<file path="config.mk">
export PLATFORM = sky130hd
export DESIGN_NAME = color_apply_scheduler
export DESIGN_NICKNAME = d
export VERILOG_FILES = /design/src/rtl/color_sched_pkg.sv /design/src/rtl/rr_arbiter.sv /design/src/rtl/color_apply_scheduler.sv
export SDC_FILE = /design/constraint.sdc
export NUM_CORES = 1
export LEC_CHECK = 0
export ABC_CLOCK_PERIOD_IN_PS = 2300
export BUFFER_PORTS_ARGS = -buffer_cell sky130_fd_sc_hd__buf_2
export CAP_MARGIN = 20
export CORE_AREA = 2 2 171 173
export DETAILED_ROUTE_END_ITERATION = 8
export DIE_AREA = 0 0 173 175
export GPL_TIMING_DRIVEN = 0
export MAX_ROUTING_LAYER = met4
export RECOVER_POWER = 50
export SLEW_MARGIN = 15
export SYNTH_ARGS = -nofsm -noshare
export SYNTH_HDL_FRONTEND = slang
export SYNTH_SLANG_ARGS = --single-unit
</file>
<file path="constraint.sdc">
create_clock -name clk -period 2.3 [get_ports clk]
set_input_delay 0.115 -clock clk [delete_from_list [all_inputs] [get_ports clk]]
set_output_delay 0.115 -clock clk [all_outputs]
set_load 0.05 [all_outputs]
</file>
<file path="src/rtl/color_sched_pkg.sv">
// Shared types and constants for color_apply_scheduler: FSM state encoding,
// default datapath widths and reset values.
package color_sched_pkg;

   localparam int COLOR_W_DEF = 32;
   localparam int IDENT_W_DEF = 32;
   localparam int UNIT_W_DEF  = 7;

   typedef logic [2:0] state_t;

   localparam state_t S_IDLE      = 3'd0;
   localparam state_t S_ISSUE_REG = 3'd1;
   localparam state_t S_WAIT_REG  = 3'd2;
   localparam state_t S_ISSUE_VIS = 3'd3;
   localparam state_t S_WAIT_VIS  = 3'd4;
   localparam state_t S_WB_LAST   = 3'd5;

   localparam state_t RST_STATE = S_IDLE;
   localparam logic   RST_BIT   = 1'b0;

   // A resolver result is only legal while a pass is waiting for it.
   function automatic logic is_wait(input state_t s);
      return (s == S_WAIT_REG) || (s == S_WAIT_VIS);
   endfunction

endpackage

</file>
<file path="src/rtl/rr_arbiter.sv">
// Round-robin priority select starting at the registered pointer; the pointer
// moves past the winner whenever a grant is actually taken.
module rr_arbiter #(
   parameter int NUM_REQ = 4,
   parameter int ID_W    = $clog2(NUM_REQ)
) (
   input  logic               clk,
   input  logic               reset,
   input  logic [NUM_REQ-1:0] req,
   input  logic               advance,
   output logic [NUM_REQ-1:0] grant,
   output logic [ID_W-1:0]    grant_id,
   output logic               any
);
   logic [ID_W-1:0] ptr_r;

   // First pending requester at or above ptr_r, wrapping.
   always_comb begin
      int idx;
      grant_id = '0;
      any      = 1'b0;
      idx      = 0;
      for (int i = 0; i < NUM_REQ; i++) begin
         idx = int'(ptr_r) + i;
         if (idx >= NUM_REQ) begin
            idx = idx - NUM_REQ;
         end else begin
            idx = idx;
         end
         if (!any && req[idx[ID_W-1:0]]) begin
            any      = 1'b1;
            grant_id = idx[ID_W-1:0];
         end else begin
            any      = any;
            grant_id = grant_id;
         end
      end
   end

   assign grant = any ? ({{(NUM_REQ-1){1'b0}}, 1'b1} << grant_id) : {NUM_REQ{1'b0}};

   // Pointer update on accept.
   always_ff @(posedge clk or negedge reset) begin
      if (!reset) begin
         ptr_r <= '0;
      end else if (advance) begin
         ptr_r <= (grant_id == ID_W'(NUM_REQ - 1)) ? '0 : grant_id + ID_W'(1);
      end
   end

endmodule

</file>
<file path="src/rtl/color_apply_scheduler.sv">
// Shares one color resolver among style-property appliers, one request at a time.
// Define COLOR_SCHED_VISITED_EN to build the visited-link resolution pass.
module color_apply_scheduler
   import color_sched_pkg::*;
#(
   parameter int NUM_REQ = 4,
   parameter int COLOR_W = COLOR_W_DEF,
   parameter int IDENT_W = IDENT_W_DEF,
   parameter int UNIT_W  = UNIT_W_DEF,
   parameter int ID_W    = $clog2(NUM_REQ)
) (
   input  logic                       clk,
   input  logic                       reset,
   input  logic [NUM_REQ-1:0]         req_valid,
   input  logic [NUM_REQ*IDENT_W-1:0] req_ident,
   input  logic [NUM_REQ*UNIT_W-1:0]  req_unit_type,
   input  logic [NUM_REQ*COLOR_W-1:0] req_rgbcolor,
   input  logic [NUM_REQ-1:0]         req_apply_regular,
   input  logic [NUM_REQ-1:0]         req_apply_visited,
   output logic [NUM_REQ-1:0]         req_ready,
   output logic                       res_start,
   output logic [IDENT_W-1:0]         res_ident,
   output logic [UNIT_W-1:0]          res_unit_type,
   output logic [COLOR_W-1:0]         res_rgbcolor,
   output logic                       res_for_visited,
   input  logic                       res_done,
   input  logic [COLOR_W-1:0]         res_color,
   output logic                       wb_valid,
   output logic [ID_W-1:0]            wb_id,
   output logic                       wb_visited,
   output logic [COLOR_W-1:0]         wb_color,
   output logic                       busy,
   output logic                       protocol_err
);
   state_t              state_r, state_nxt_s;
   logic [NUM_REQ-1:0]  grant_s;
   logic [ID_W-1:0]     grant_id_s, cur_id_r, wb_id_r;
   logic                any_s, accept_s, sel_reg_s, sel_vis_s, stray_s, drop_s;
   logic                res_start_r, wb_valid_r, busy_r, protocol_err_r;
   logic [IDENT_W-1:0]  res_ident_r;
   logic [UNIT_W-1:0]   res_unit_type_r;
   logic [COLOR_W-1:0]  res_rgbcolor_r, wb_color_r;

   rr_arbiter #(.NUM_REQ(NUM_REQ), .ID_W(ID_W)) u_arb (
      .clk      (clk),
      .reset    (reset),
      .req      (req_valid),
      .advance  (accept_s),
      .grant    (grant_s),
      .grant_id (grant_id_s),
      .any      (any_s)
   );

   // Gated by reset so nothing is granted while reset is held.
   assign accept_s  = reset && (state_r == S_IDLE) && any_s;
   assign req_ready = accept_s ? grant_s : {NUM_REQ{1'b0}};
   assign sel_reg_s = req_apply_regular[grant_id_s];
   assign stray_s   = res_done && !is_wait(state_r);
   assign drop_s    = (state_r != S_IDLE) && !req_valid[cur_id_r];

`ifdef COLOR_SCHED_VISITED_EN
   logic apply_vis_r, res_vis_r, wb_visited_r;
   assign sel_vis_s       = req_apply_visited[grant_id_s];
   assign res_for_visited = res_vis_r;
   assign wb_visited      = wb_visited_r;
`else
   logic unused_vis_s;
   assign unused_vis_s    = ^req_apply_visited;
   assign sel_vis_s       = 1'b0;
   assign res_for_visited = 1'b0;
   assign wb_visited      = 1'b0;
`endif

   // Next-state decode.
   always_comb begin
      state_nxt_s = state_r;
      case (state_r)
         S_IDLE: begin
            if (accept_s && sel_reg_s)      state_nxt_s = S_ISSUE_REG;
            else if (accept_s && sel_vis_s) state_nxt_s = S_ISSUE_VIS;
            else                            state_nxt_s = S_IDLE;
         end
         S_ISSUE_REG: state_nxt_s = S_WAIT_REG;
         S_WAIT_REG: begin
`ifdef COLOR_SCHED_VISITED_EN
            if (res_done) state_nxt_s = apply_vis_r ? S_ISSUE_VIS : S_WB_LAST;
`else
            if (res_done) state_nxt_s = S_WB_LAST;
`endif
            else          state_nxt_s = S_WAIT_REG;
         end
`ifdef COLOR_SCHED_VISITED_EN
         S_ISSUE_VIS: state_nxt_s = S_WAIT_VIS;
         S_WAIT_VIS: begin
            if (res_done) state_nxt_s = S_WB_LAST;
            else          state_nxt_s = S_WAIT_VIS;
         end
`endif
         S_WB_LAST: state_nxt_s = S_IDLE;
         default:   state_nxt_s = S_IDLE;
      endcase
   end

   // FSM, operand latches, launch strobe and sticky error.
   always_ff @(posedge clk or negedge reset) begin
      if (!reset) begin
         state_r         <= RST_STATE;
         cur_id_r        <= '0;
         res_ident_r     <= '0;
         res_unit_type_r <= '0;
         res_rgbcolor_r  <= '0;
         res_start_r     <= RST_BIT;
         busy_r          <= RST_BIT;
         protocol_err_r  <= RST_BIT;
      end else begin
         state_r        <= state_nxt_s;
         busy_r         <= (state_nxt_s != S_IDLE);
         res_start_r    <= (state_nxt_s == S_ISSUE_REG) || (state_nxt_s == S_ISSUE_VIS);
         protocol_err_r <= protocol_err_r || stray_s || drop_s;
         if (accept_s) begin
            cur_id_r        <= grant_id_s;
            res_ident_r     <= req_ident[int'(grant_id_s)*IDENT_W +: IDENT_W];
            res_unit_type_r <= req_unit_type[int'(grant_id_s)*UNIT_W +: UNIT_W];
            res_rgbcolor_r  <= req_rgbcolor[int'(grant_id_s)*COLOR_W +: COLOR_W];
         end
      end
   end

   // Write-back register: one pulse per resolved color, one cycle after res_done.
   always_ff @(posedge clk or negedge reset) begin
      if (!reset) begin
         wb_valid_r <= RST_BIT;
         wb_id_r    <= '0;
         wb_color_r <= '0;
      end else begin
         wb_valid_r <= is_wait(state_r) && res_done;
         if (is_wait(state_r) && res_done) begin
            wb_id_r    <= cur_id_r;
            wb_color_r <= res_color;
         end
      end
   end

`ifdef COLOR_SCHED_VISITED_EN
   // Visited-pass bookkeeping.
   always_ff @(posedge clk or negedge reset) begin
      if (!reset) begin
         apply_vis_r  <= RST_BIT;
         res_vis_r    <= RST_BIT;
         wb_visited_r <= RST_BIT;
      end else begin
         if (accept_s) apply_vis_r <= sel_vis_s;
         res_vis_r <= (state_nxt_s == S_ISSUE_VIS) || (state_nxt_s == S_WAIT_VIS);
         if (is_wait(state_r) && res_done) wb_visited_r <= (state_r == S_WAIT_VIS);
      end
   end
`endif

   assign res_start     = res_start_r;
   assign res_ident     = res_ident_r;
   assign res_unit_type = res_unit_type_r;
   assign res_rgbcolor  = res_rgbcolor_r;
   assign wb_valid      = wb_valid_r;
   assign wb_id         = wb_id_r;
   assign wb_color      = wb_color_r;
   assign busy          = busy_r;
   assign protocol_err  = protocol_err_r;

endmodule

</file>
* Word level (Yosys, flattened, before mapping)
Index checks and enable logic that the tools add are counted.
W data, S select, Z words.
** Operators by class
- Shift-type cells :: 4
- Order comparisons :: 10
- Multiplexer cells :: 30
- Reductions and logical operators :: 21
- $add $sub $neg :: 8
- $mul :: 1
- Eq/ne operators :: 6
** Operator list (number)
- $shiftx A128 B8 Y32 :: 2
- $shiftx A28 B6 Y7 :: 1
- $lt A2 B3 Y1 const B :: 6
- $mux W2 :: 9
- $bmux W1 S2 :: 6
- $mux W1 :: 11
- $ge A3 B3 Y1 const B :: 3
- $logic_and A1 B1 Y1 :: 9
- $pmux W3 S3 :: 1
- $mux W4 :: 2
- $sub A2 B1 Y2 const B :: 4
- $add A2 B2 Y3 const B :: 2
- $eq A3 B1 Y1 const B :: 2
- $eq A3 B2 Y1 const B :: 2
- $reduce_bool A3 Y1 :: 2
- $logic_not A1 Y1 :: 5
- $mul A2 B3 Y5 const B :: 1
- $logic_or A1 B1 Y1 :: 4
- $shl A1 B2 Y4 const A :: 1
- $add A2 B1 Y3 const B :: 1
- $eq A3 B3 Y1 const B :: 1
- $ge A2 B3 Y1 const B :: 1
- $logic_not A3 Y1 :: 1
- $mux W3 :: 1
- 2 further kinds :: 2
** Word-level totals
- Output and inout bits :: 115
- Word-level logic and storage cells :: 92
- Register bits :: 116
- Bits of input ports :: 331

* Depth between registers and ports, before layout
Gate-level depths: netlist (run 1).
- Word-level depth :: 21
- Mapped depth :: 9

* Hierarchy
From an unflattened synthesis (run 1), not the netlist that was laid out.
** Second synthesis, totals
- Cells, all modules :: 377
- Area, all modules :: 6292.3 um^2
** By module, submodules not included
- color_apply_scheduler :: cells each 349, area an instance 6040.8 um^2, sequential area each 2852.7 um^2, times used 1
- rr_arbiter :: cells each 28, area an instance 251.5 um^2, sequential area each 50.0 um^2, times used 1

* Least setup slack after synthesis (run 1)
OpenSTA, ideal clock, no wires.
- Path kind :: reg-to-output
- Start :: register u_arb.ptr_r[0]
- End :: output req_ready[3]
- Arrival time :: 1.823 ns
- Path slack :: 0.362 ns
- Cell stages (with the launch flop) :: 9
- Buffers on the path :: 2
- Data required time :: 2.185 ns
- Cells stage by stage :: dfrtp_1 > nor2b_1 > a21oi_1 > o221ai_1 > buf_2 > buf_4 > inv_1 > ha_1 > and2_1
** Between the ends
- Longest elaborated chain between the ends :: 17
** RTL lines
- start: declaration :: RTL line rr_arbiter.sv:15 : logic [ID_W-1:0] ptr_r;
- start signal: assignment :: RTL line rr_arbiter.sv:47 : ptr_r <= (grant_id == ID_W'(NUM_REQ - 1)) ? '0 : grant_id + ID_W'(1);
- parallel branches: the longest is 13 deep, another holds $add A2 B1 Y3
- $mux W2 (*) :: RTL line rr_arbiter.sv:30 : if (!any && req[idx[ID_W-1:0]]) begin
- net grant_id_s[0] :: RTL line color_apply_scheduler.sv:37 : logic [ID_W-1:0] grant_id_s, cur_id_r, wb_id_r;
- $shl A1 B2 Y4 (*) :: RTL line rr_arbiter.sv:40 : assign grant = any ? ({{(NUM_REQ-1){1'b0}}, 1'b1} << grant_id) : {NUM_REQ{1'b0}};
- $mux W4 (*) :: RTL line rr_arbiter.sv:40
- $mux W4 (*) :: RTL line color_apply_scheduler.sv:56 : assign req_ready = accept_s ? grant_s : {NUM_REQ{1'b0}};
- end: declaration :: RTL line color_apply_scheduler.sv:20 : output logic [NUM_REQ-1:0] req_ready,
Mark *: on every way through the listed nets, which the timed path passes. The select of a mux whose other input is x is not followed.

* Final worst setup path (run 1)
- Start :: register u_arb.ptr_r[1]
- End :: output req_ready[0]
The elaborated chain is that of the path after synthesis.

==> summary.txt, run 1 <==
Status
  – Outcome: complete, no violations

Synth
  – Dominant synthesized flop cell: dfrtp_1
  – Syn_area_per_cell: 12.1 sq um
  – Unique masters post-synth: 34
  – EDFF count, synth: 0
  – Register area share after synthesis: 0.444
  – Asr flop ratio synth: 1.00
  – Post-Syn Area: 0.00653 sq mm
  – Synthesis warning total: 0
  – Flop and latch count out of synthesis: 116
  – Cells after Synth: 540

Worst hold path
  – Worst hold path class: input pin to flip-flop
  – Hold Path End: res_ident[18]
  – Hold-critical path depth: 3
  – Worst Hold Launch: req_ident[82]

STA
  – Final hold viol count: 0
  – Final period util: 0.947
  – Slew Limit Fails: 0
  – Fmax: 0.459 GHz
  – Setup TNS: 0 ns
  – Worst Skew: 0.0105 ns
  – Final setup violation count: 0
  – Crit path time final: 2.18 ns
  – Actual slew at the worst max-slew pin: 1.18 ns
  – Rel. slew slack: 0.214

Clock network
  – Worst-path clk slew: 0.07 ns
  – H-tree level count: 4
  – Longest Clk Path Bufs: 2
  – Root buf cell: clkbuf_16
  – CTS tree: yes
  – Clock Latency Late Sink: 0.42 ns
  – TritonCTS sink count: 116
  – TritonCTS buffer count: 17

Routing
  – Vias: 6,462
  – Drt total wl: 27,000 um
  – Via-per-instance ratio: 4.50
  – Post-DRT Antenna Nets: 0
  – Routed wire per std cell: 18.8 um
  – Drt drc: 0
  – First-pass DRT Iterations: 4
  – Iteration-0 DRC Markers: 266

Finish
  – Commonest non-fill, non-tap cell in the layout: buf_2
  – Final net count: 1,375
  – Most frequent cells in the layout: buf_2, mux2i_1, dfrtp_1
  – Finished Cell Area: 0.0102 sq mm
  – Diodes inserted: 0
  – Share of cells above drive strength 1: 0.512
  – Area growth, synth to finish: 56.5%

Power
  – Power per cell area: 1520 mW/mm^2
  – IR drop worst, VDD: 0.000926 V
  – P_leak: 5.31 nW

Place
  – IO Port Bufs: 439
  – Final Wtd Congestion: 0.845
  – Final HPWL DP: 20,800 um
  – Dpl cell area: 0.00925 sq mm

Critical path
  – Startpoint types: flip-flop
  – R2R Path Start: state_r[2]
  – Crit-path max FO: 5
  – Crit path DAT: 2.06 ns
  – Nature of the critical path endpoint: output port
  – RR Endpoint: wb_color[1]
  – Reg2Reg Depth: 4
  – WP data required: 2.18 ns
  – Worst setup path category: flip-flop to output port
  – Worst reg-to-reg setup slack: 0.13 ns

Floorplanning
  – Initial Util: 0.230
  – CORE AREA: 0.0284 sq mm
  – Die ar.: 0.0303 sq mm
  – Die height: 175 um
  – IO Count: 446
  – Die extent in x: 173 um
  – Placement Rows: 62

GRT
  – Antenna violations before repair: 0
  – Total Routing Usage GR: 0.181
  – Largest net degree at the start of global routing: 74
  – First-pass GRT wire length: 40,400 um
  – Number of global-route vias before repair: 6,946
  – Total gr overflow: 0

Job
  – MaxCap Viol Count: 0
## critical path, cell delays in order (launching register included)
cell and delay [ns]:
dfrtp_2 0.45, a21o_1 0.16, a21boi_0 0.16, o21a_2 0.19, inv_1 0.11, ha_1 0.22
and2_1 0.14, buf_2 0.21
## area by class of cell
class / instances / area (sq um)
multi-input cells: 374 / 3300
clock inverters: 15 / 135
fillers: 2932 / 18200
flip-flops and latches: 116 / 2900
plain buffers: 45 / 358
clock buffers: 17 / 425
inverters: 5 / 18.8
well taps: 384 / 480
repair buffers: 481 / 2600
## registers in the layout (all words and copies together) (netlist names)
name	flops
wb_valid	1
state_r	3
res_start	1
protocol_err	1
cur_id_r	2
res_unit_type	7
busy	1
res_ident	32
res_rgbcolor	32
u_arb.ptr_r	2
wb_color	32
wb_id	2
## Yosys cell counts (2+ instances only)
library cell | count | area share
buf_2 | 14 | 0.011
o221ai_1 | 44 | 0.059
dfrtp_1 | 116 | 0.44
buf_4 | 14 | 0.016
o21ai_0 | 3 | 0.0023
buf_1 | 2 | 0.0011
inv_1 | 5 | 0.0029
a21o_1 | 3 | 0.0034
nand2b_1 | 6 | 0.0057
nor2_1 | 3 | 0.0017
mux2i_1 | 144 | 0.22
buf_6 | 13 | 0.022
nor2b_1 | 3 | 0.0029
and2_1 | 4 | 0.0038
ha_1 | 4 | 0.0077
nand2_1 | 76 | 0.044
o21a_1 | 2 | 0.0023
mux2_2 | 34 | 0.059
clkbuf_1 | 3 | 0.0017
a21oi_1 | 4 | 0.0031
o221ai_2 | 30 | 0.069
## worst max-delay path by stage
stage / start / endpoint / slack, ns / cells past startpoint
after floorplan: u_arb.ptr_r[0] / req_ready[3] / 0.36 / 8
after global placement: reset / res_ident[12] / -1.95 / 6
after detailed placement: u_arb.ptr_r[0] / req_ready[3] / -0.26 / 9
after CTS: u_arb.ptr_r[1] / req_ready[0] / 0.007 / 7
after global routing: u_arb.ptr_r[0] / res_rgbcolor[13] / -0.004 / 8
final: u_arb.ptr_r[1] / req_ready[0] / 0.12 / 7
## metal layers
| layer | vias up | wire length, um | global-route usage |
|---|---|---|---|
| li1 | 3031 | - | - |
| met1 | 3114 | 11200 | 0.215 |
| met2 | 295 | 13700 | 0.307 |
| met3 | 22 | 1620 | 0.0376 |
| met4 | 0 | 506 | 0.0544 |
| met5 | - | 0 | - |
## metrics by stage
| step | util | std cells | total power [mW] | worst slack (ns) | hold WS, ns |
|---|---|---|---|---|---|
| finish | 0.360 | 1437 | 15.5 | 0.123 | 0.0248 |
| CTS | 0.362 | 1435 | 15.8 | 0.00742 | 0.000141 |
| global placement | 0.325 | 1364 | 12.8 | -1.95 | 0.346 |
| detailed placement | 0.326 | 1365 | 12.9 | -0.255 | 0.0819 |
| floorplan | - | 541 | 10.3 | 0.362 | -0.181 |
| global route | 0.360 | 1437 | 16.4 | -0.00444 | 0.0132 |
## logic make-up after synthesis
| group | Yosys count | synth area share |
|---|---|---|
| mux | 179 | 0.283 |
| flops | 116 | 0.444 |
| simple gates | 99 | 0.0665 |
| compound gates | 90 | 0.143 |
| buf+inv | 51 | 0.0550 |
| fa+ha+maj | 4 | 0.00766 |
| other cells | 1 | 0.000574 |
## what timing repair did
item,in CTS,in global routing
resized for setup,11,6
hold endpoints to repair,79,0
hold buffers,36,0
cloned,1,0
setup buffers,2,2
pin swaps,1,1
setup endpoints to repair,38,23
## report_power, final
group	total [mW]	internal, mW	switching, mW	leakage [nW]
combinational	9.32	2.91	6.41	3.62
sequential	3.60	3.04	0.555	1.42
clock	2.59	1.43	1.16	0.268
total	15.5	7.38	8.12	5.31
No activity file was read; power rests on OpenSTA's default activity.
==> run 2, diff against run 1 <==
- ABC_CLOCK_PERIOD_IN_PS: 2300 -> 2400
- clock period: 2.3 -> 2.4 ns (I/O delays scaled with it)
==> summary.txt, run 2 (synthesis results as in run 1) <==
Status
  – Outcome: complete, no violations (unchanged)

Clock network
  – Clock Latency Late Sink: 0.42 ns (about the same)
  – Root buf cell: clkbuf_16 (unchanged)
  – TritonCTS buffer count: 17 (unchanged)
  – TritonCTS sink count: 116 (unchanged)
  – CTS tree: yes (unchanged)
  – H-tree level count: 4 (unchanged)
  – Longest Clk Path Bufs: 2 (unchanged)
  – Worst-path clk slew: 0.07 ns (about the same)

GRT
  – Total Routing Usage GR: 0.178 (was 0.181)
  – Antenna violations before repair: 0 (unchanged)
  – Total gr overflow: 0 (unchanged)
  – First-pass GRT wire length: 39,800 um (was 40,400 um)
  – Number of global-route vias before repair: 6,922 (was 6,946)
  – Largest net degree at the start of global routing: 74 (unchanged)

Critical path
  – Startpoint types: flip-flop (unchanged)
  – Worst reg-to-reg setup slack: 0.21 ns (was 0.13 ns)
  – Crit path DAT: 2.16 ns (was 2.06 ns)
  – Critical path origin: u_arb.ptr_r[0] (was u_arb.ptr_r[1])
  – Slowest stage delay, CP: 0.42 ns (was 0.45 ns)
  – Crit path cell chain: nor2b_2 -> a21oi_1 -> o221ai_4 -> buf_12 -> inv_1 -> ha_1 -> and2_1 -> buf_4 (was a21o_1 -> a21boi_0 -> o21a_2 -> inv_1 -> ha_1 -> and2_1 -> buf_2)
  – R2R Path Start: u_arb.ptr_r[0] (was state_r[2])
  – Crit-path max FO: 10 (was 5)
  – Worst path slowest cell: dfrtp_1 (was dfrtp_2)
  – WP data required: 2.28 ns (was 2.18 ns)
  – Worst setup path category: flip-flop to output port (unchanged)
  – Nature of the critical path endpoint: output port (unchanged)

Finish
  – Commonest non-fill, non-tap cell in the layout: buf_2 (unchanged)
  – Finished Cell Area: 0.0102 sq mm (about the same)
  – Multi-input combinational cell area: 0.00330 sq mm (about the same)
  – Utilization after layout: 0.358 (was 0.360)
  – Area growth, synth to finish: 55.4% (was 56.5%)
  – Most frequent cells in the layout: buf_2, mux2i_1, dfrtp_1 (unchanged)
  – Finished Layout Cells: 1,433 (was 1,437)
  – Diodes inserted: 0 (unchanged)
  – Fill count: 2,935 (was 2,932)
  – FF+latch area: 0.00290 sq mm (about the same)
  – Final net count: 1,371 (was 1,375)
  – Share of cells above drive strength 1: 0.506 (was 0.512)

Worst hold path
  – Worst Hold Launch: req_rgbcolor[56] (was req_ident[82])
  – Worst hold path class: input pin to flip-flop (unchanged)

STA
  – Hold_ws: 0.0215 ns (was 0.0248 ns)
  – Final hold viol count: 0 (unchanged)
  – Actual slew at the worst max-slew pin: 1.18 ns (about the same)
  – Slew Limit Fails: 0 (unchanged)
  – Worst Skew: 0.0193 ns (was 0.0105 ns)
  – Setup ws final: 0.123 ns (about the same)
  – Crit path time final: 2.28 ns
  – Final period util: 0.949
  – Fmax: 0.439 GHz
  – Final setup violation count: 0 (unchanged)
  – Setup TNS: 0 ns (unchanged)
  – Rel. slew slack: 0.212 (was 0.214)

Routing
  – Vias: 6,463 (was 6,462)
  – First-pass DRT Iterations: 4 (unchanged)
  – Drt total wl: 26,900 um (was 27,000 um)
  – Via-per-instance ratio: 4.51 (was 4.50)
  – Post-DRT Antenna Nets: 0 (unchanged)
  – Drt drc: 0 (unchanged)
  – Routed wire per std cell: 18.8 um (about the same)
  – Iteration-0 DRC Markers: 243 (was 266)

Power
  – Power per cell area: 1450 mW/mm^2 (was 1520 mW/mm^2)
  – P_leak: 5.27 nW (was 5.31 nW)
  – Design Power: 14.8 mW (was 15.5 mW)
  – IR drop worst, VDD: 0.000874 V (was 0.000926 V)

Floorplanning
  – IO Count: 446 (unchanged)
  – Die extent in x: 173 um (unchanged)
  – Die height: 175 um (unchanged)
  – CORE AREA: 0.0284 sq mm (unchanged)
  – Die ar.: 0.0303 sq mm (unchanged)
  – Initial Util: 0.230 (unchanged)
  – Placement Rows: 62 (unchanged)

Place
  – IO Port Bufs: 439 (unchanged)
  – Final Wtd Congestion: 0.845 (unchanged)
  – Pre-CTS setup slack: -0.160 ns (was -0.255 ns)
  – Placed insts: 1,365 (unchanged)
  – Final HPWL DP: 20,800 um (unchanged)
  – Dpl cell area: 0.00925 sq mm (unchanged)

Job
  – MaxCap Viol Count: 0 (unchanged)
==> run 2: worst paths after layout <==
kind	to	cells past startpoint
max in group asynchronous	res_unit_type[4]	3
min in group asynchronous	res_ident[30]	3
setup / recovery	req_ready[3]	8
setup reg to reg	res_ident[17]	7
hold / removal	res_rgbcolor[24]	3
hold reg to reg	protocol_err	1
==> run 2: layout make-up <==
type                    count  area share
clock inverters            15      0.0133
multi-input cells         374       0.325
inverters                   5     0.00185
plain buffers              45      0.0349
clock buffers              17      0.0419
flip-flops and latches    116       0.286
repair buffers            477       0.250
well taps                 384      0.0473
==> run 2: worst max-delay path: cells and delay by family, from the launching register on <==
kind | cells | cell delay [ns]
buffers and inverters | 3 | 0.48
flip-flops | 1 | 0.42
AO/OA/AOI/OAI | 2 | 0.33
AND/OR/NAND/NOR | 2 | 0.29
adder cells (fa/ha/maj) | 1 | 0.21
==> run 2: layer usage <==
metal  part of all wire  up-vias  global-route usage  routed length (um)
met5                  0        -                   -                   0
met4              0.020        0              0.0593                 546
met3              0.060       29              0.0379                1610
met2               0.50      297               0.296               13500
met1               0.42     3111               0.214               11300
li1                   -     3026                   -                   -
==> run 2: power by group <==
part | internal [mW] | total [mW] | switching, mW
Combinational | 2.71 | 8.84 | 6.14
Sequential | 2.91 | 3.44 | 0.530
Clock | 1.37 | 2.48 | 1.11
Total | 6.99 | 14.8 | 7.78
==> run 2: what timing repair did <==
item / CTS / global route
endpoints found under the hold margin: 78 / 0
pin swaps: 1 / 1
setup endpoints to repair: 8 / 15
setup buffers: 0 / 1
hold buffers: 35 / 0
gates resized for setup: 6 / 5
gates cloned: 0 / 1
==> run 3, diff against run 2 <==
- CORE_AREA: 2 2 171 173 -> 2 2 174 176
- CTS_BUF_LIST: default -> sky130_fd_sc_hd__clkbuf_8
- DIE_AREA: 0 0 173 175 -> 0 0 176 178
- RECOVER_POWER: 50 -> 100
==> summary.txt, run 3 (synthesis results as in run 1) <==
Routing
  – First-pass DRT Iterations: 5 (was 4)
  – Drt total wl: 32,000 um (was 26,900 um)
  – Routed wire per std cell: 19.3 um (was 18.8 um)
  – Via-per-instance ratio: 4.67 (was 4.51)
  – Drt drc: 0 (unchanged)
  – Vias: 7,750 (was 6,463)
  – Iteration-0 DRC Markers: 266 (was 243)
  – Post-DRT Antenna Nets: 0 (unchanged)

Critical path
  – Startpoint types: flip-flop (unchanged)
  – WP data required: 2.70 ns (was 2.28 ns)
  – Crit path DAT: 2.57 ns (was 2.16 ns)
  – Worst reg-to-reg setup slack: 0.13 ns (was 0.21 ns)
  – Crit-path max FO: 10 (unchanged)
  – Nature of the critical path endpoint: flip-flop (was output port)
  – Worst setup path category: flip-flop to flip-flop (was flip-flop to output port)

STA
  – Final setup violation count: 0 (unchanged)
  – Final hold viol count: 0 (unchanged)
  – Actual slew at the worst max-slew pin: 1.27 ns (was 1.18 ns)
  – Final period util: 0.947 (was 0.949)
  – Worst Skew: 0.0274 ns (was 0.0193 ns)
  – Rel. slew slack: 0.151 (was 0.212)
  – Slew Limit Fails: 0 (unchanged)
  – Crit path time final: 2.27 ns (was 2.28 ns)
  – Unrepaired setup endpoints after global routing: false
  – Setup TNS: 0 ns (unchanged)
  – Fmax: 0.440 GHz (was 0.439 GHz)

Place
  – Dpl cell area: 0.00926 sq mm (was 0.00925 sq mm)
  – Final Wtd Congestion: 0.762 (was 0.845)
  – Final HPWL DP: 20,600 um (was 20,800 um)
  – IO Port Bufs: 439 (unchanged)

GRT
  – Total Routing Usage GR: 0.205 (was 0.178)
  – Antenna violations before repair: 0 (unchanged)
  – Largest net degree at the start of global routing: 70 (was 74)
  – Total gr overflow: 0 (unchanged)
  – First-pass GRT wire length: 46,800 um (was 39,800 um)
  – Number of global-route vias before repair: 8,561 (was 6,922)

Floorplanning
  – IO Count: 446 (unchanged)
  – Die ar.: 0.0313 sq mm (was 0.0303 sq mm)
  – Placement Rows: 63 (was 62)
  – Die extent in x: 176 um (was 173 um)
  – Die height: 178 um (was 175 um)
  – Initial Util: 0.222 (was 0.230)
  – CORE AREA: 0.0294 sq mm (was 0.0284 sq mm)

Finish
  – Diodes inserted: 0 (unchanged)
  – Final net count: 1,591 (was 1,371)
  – Finished Cell Area: 0.0121 sq mm (was 0.0102 sq mm)
  – Commonest non-fill, non-tap cell in the layout: buf_2 (unchanged)
  – Most frequent cells in the layout: buf_2, dlygate4sd3_1, mux2i_1 (was buf_2, mux2i_1, dfrtp_1)
  – Multi-input combinational cell area: 0.00330 sq mm (about the same)
  – Fill count: 2,821 (was 2,935)
  – Area growth, synth to finish: 85.9% (was 55.4%)
  – FF+latch area: 0.00290 sq mm (unchanged)
  – Share of cells above drive strength 1: 0.377 (was 0.506)

Clock network
  – H-tree level count: 4 (unchanged)
  – Longest Clk Path Bufs: 2 (unchanged)
  – TritonCTS sink count: 116 (unchanged)
  – Root buf cell: clkbuf_8 (was clkbuf_16)
  – Worst-path clk slew: 0.08 ns (was 0.07 ns)
  – Clock Latency Late Sink: 0.45 ns (was 0.42 ns)
  – TritonCTS buffer count: 17 (unchanged)
  – CTS tree: yes (unchanged)

Power
  – P_leak: 5.96 nW (was 5.27 nW)
  – P_int: 6.71 mW (was 6.99 mW)
  – Power per cell area: 1200 mW/mm^2 (was 1450 mW/mm^2)
  – Clock power share: 0.137 (was 0.168)
  – Sequential share of power: 0.237 (was 0.233)
  – Switching Fraction: 0.540 (was 0.527)
  – Net Switching: 7.89 mW (was 7.78 mW)
  – IR drop worst, VDD: 0.000758 V (was 0.000874 V)
  – Logic pwr share: 0.625 (was 0.599)

Job
  – MaxCap Viol Count: 0 (unchanged)

Status
  – Outcome: complete, no violations (unchanged)

Worst hold path
  – Worst hold path class: input pin to flip-flop (unchanged)
## run 3: cell count changes in the layout (fill, tap and decap cells not counted), sizes merged
cell	previous run	this run
bufinv	0	2
buf	428	365
clkbuf	77	141
dlygate4sd3	34	252
bufbuf	0	1
clkinvlp	3	1
## run 3: final cells by class
type | instances | share of cell area
clock buffer | 17 | 0.0193
multi-input combinational | 374 | 0.272
clock inverter | 15 | 0.0148
buffer | 45 | 0.0278
tap | 390 | 0.0402
sequential | 116 | 0.239
inverter | 5 | 0.00154
timing repair buffer | 697 | 0.385
## run 3: power groups by stage
stage / registers (mW) / logic, mW / clock network, mW
after global routing: 3.57 / 9.62 / 2.17
after CTS: 3.42 / 9.36 / 2.09
after floorplan: 6.50 / 3.38 / 0
after detailed placement: 3.44 / 8.92 / 0
final: 3.47 / 9.13 / 2.00
after global placement: 3.39 / 8.84 / 0
## run 3: stage by stage
stage	hold WS [ns]	power (mW)	setup slack, ns	cells	util
2_1_floorplan	-0.176	9.88	0.457	541	-
3_3_place_gp	0.351	12.2	-1.77	1370	0.314
3_5_place_dp	0.102	12.4	-0.177	1371	0.315
4_1_cts	0.0000790	14.9	0.0324	1657	0.418
5_1_grt	0.00567	15.4	0.00871	1659	0.413
6_report	0.0306	14.6	0.128	1659	0.413
## run 3: repair_timing
action                     4_1_cts  5_1_grt
hold buffers                   253        0
cloned                           1        0
pin swaps                        1        1
buffers inserted                 1        2
hold endpoints to repair       149        0
gates resized for setup          7        8
setup endpoints to repair       10       14
## run 3: final timing paths
| check | to | depth (start not counted) | startpoint |
|---|---|---|---|
| min in group asynchronous | wb_id[0] | 3 | reset |
| setup reg to reg | res_rgbcolor[25] | 7 | u_arb.ptr_r[0] |
| hold reg to reg | protocol_err | 1 | protocol_err |
| hold / removal | res_ident[14] | 3 | req_ident[78] |
| setup / recovery | res_rgbcolor[25] | 7 | u_arb.ptr_r[0] |
| max in group asynchronous | res_ident[3] | 3 | reset |
## run 3: critical path: stages, from the launching register on
cell and delay, ns:
dfrtp_1 0.43, nor2b_2 0.18, a21oi_2 0.07, o221ai_4 0.25, clkbuf_4 0.34, clkbuf_2 0.38, mux2i_1 0.35, o221ai_1 0.15
## run 3: routing by layer
layer	routed length, um	track usage	up-vias
met4	1720	0.119	0
met5	0	-	-
met2	15900	0.350	433
li1	-	-	3473
met1	12400	0.223	3725
met3	1980	0.0420	119
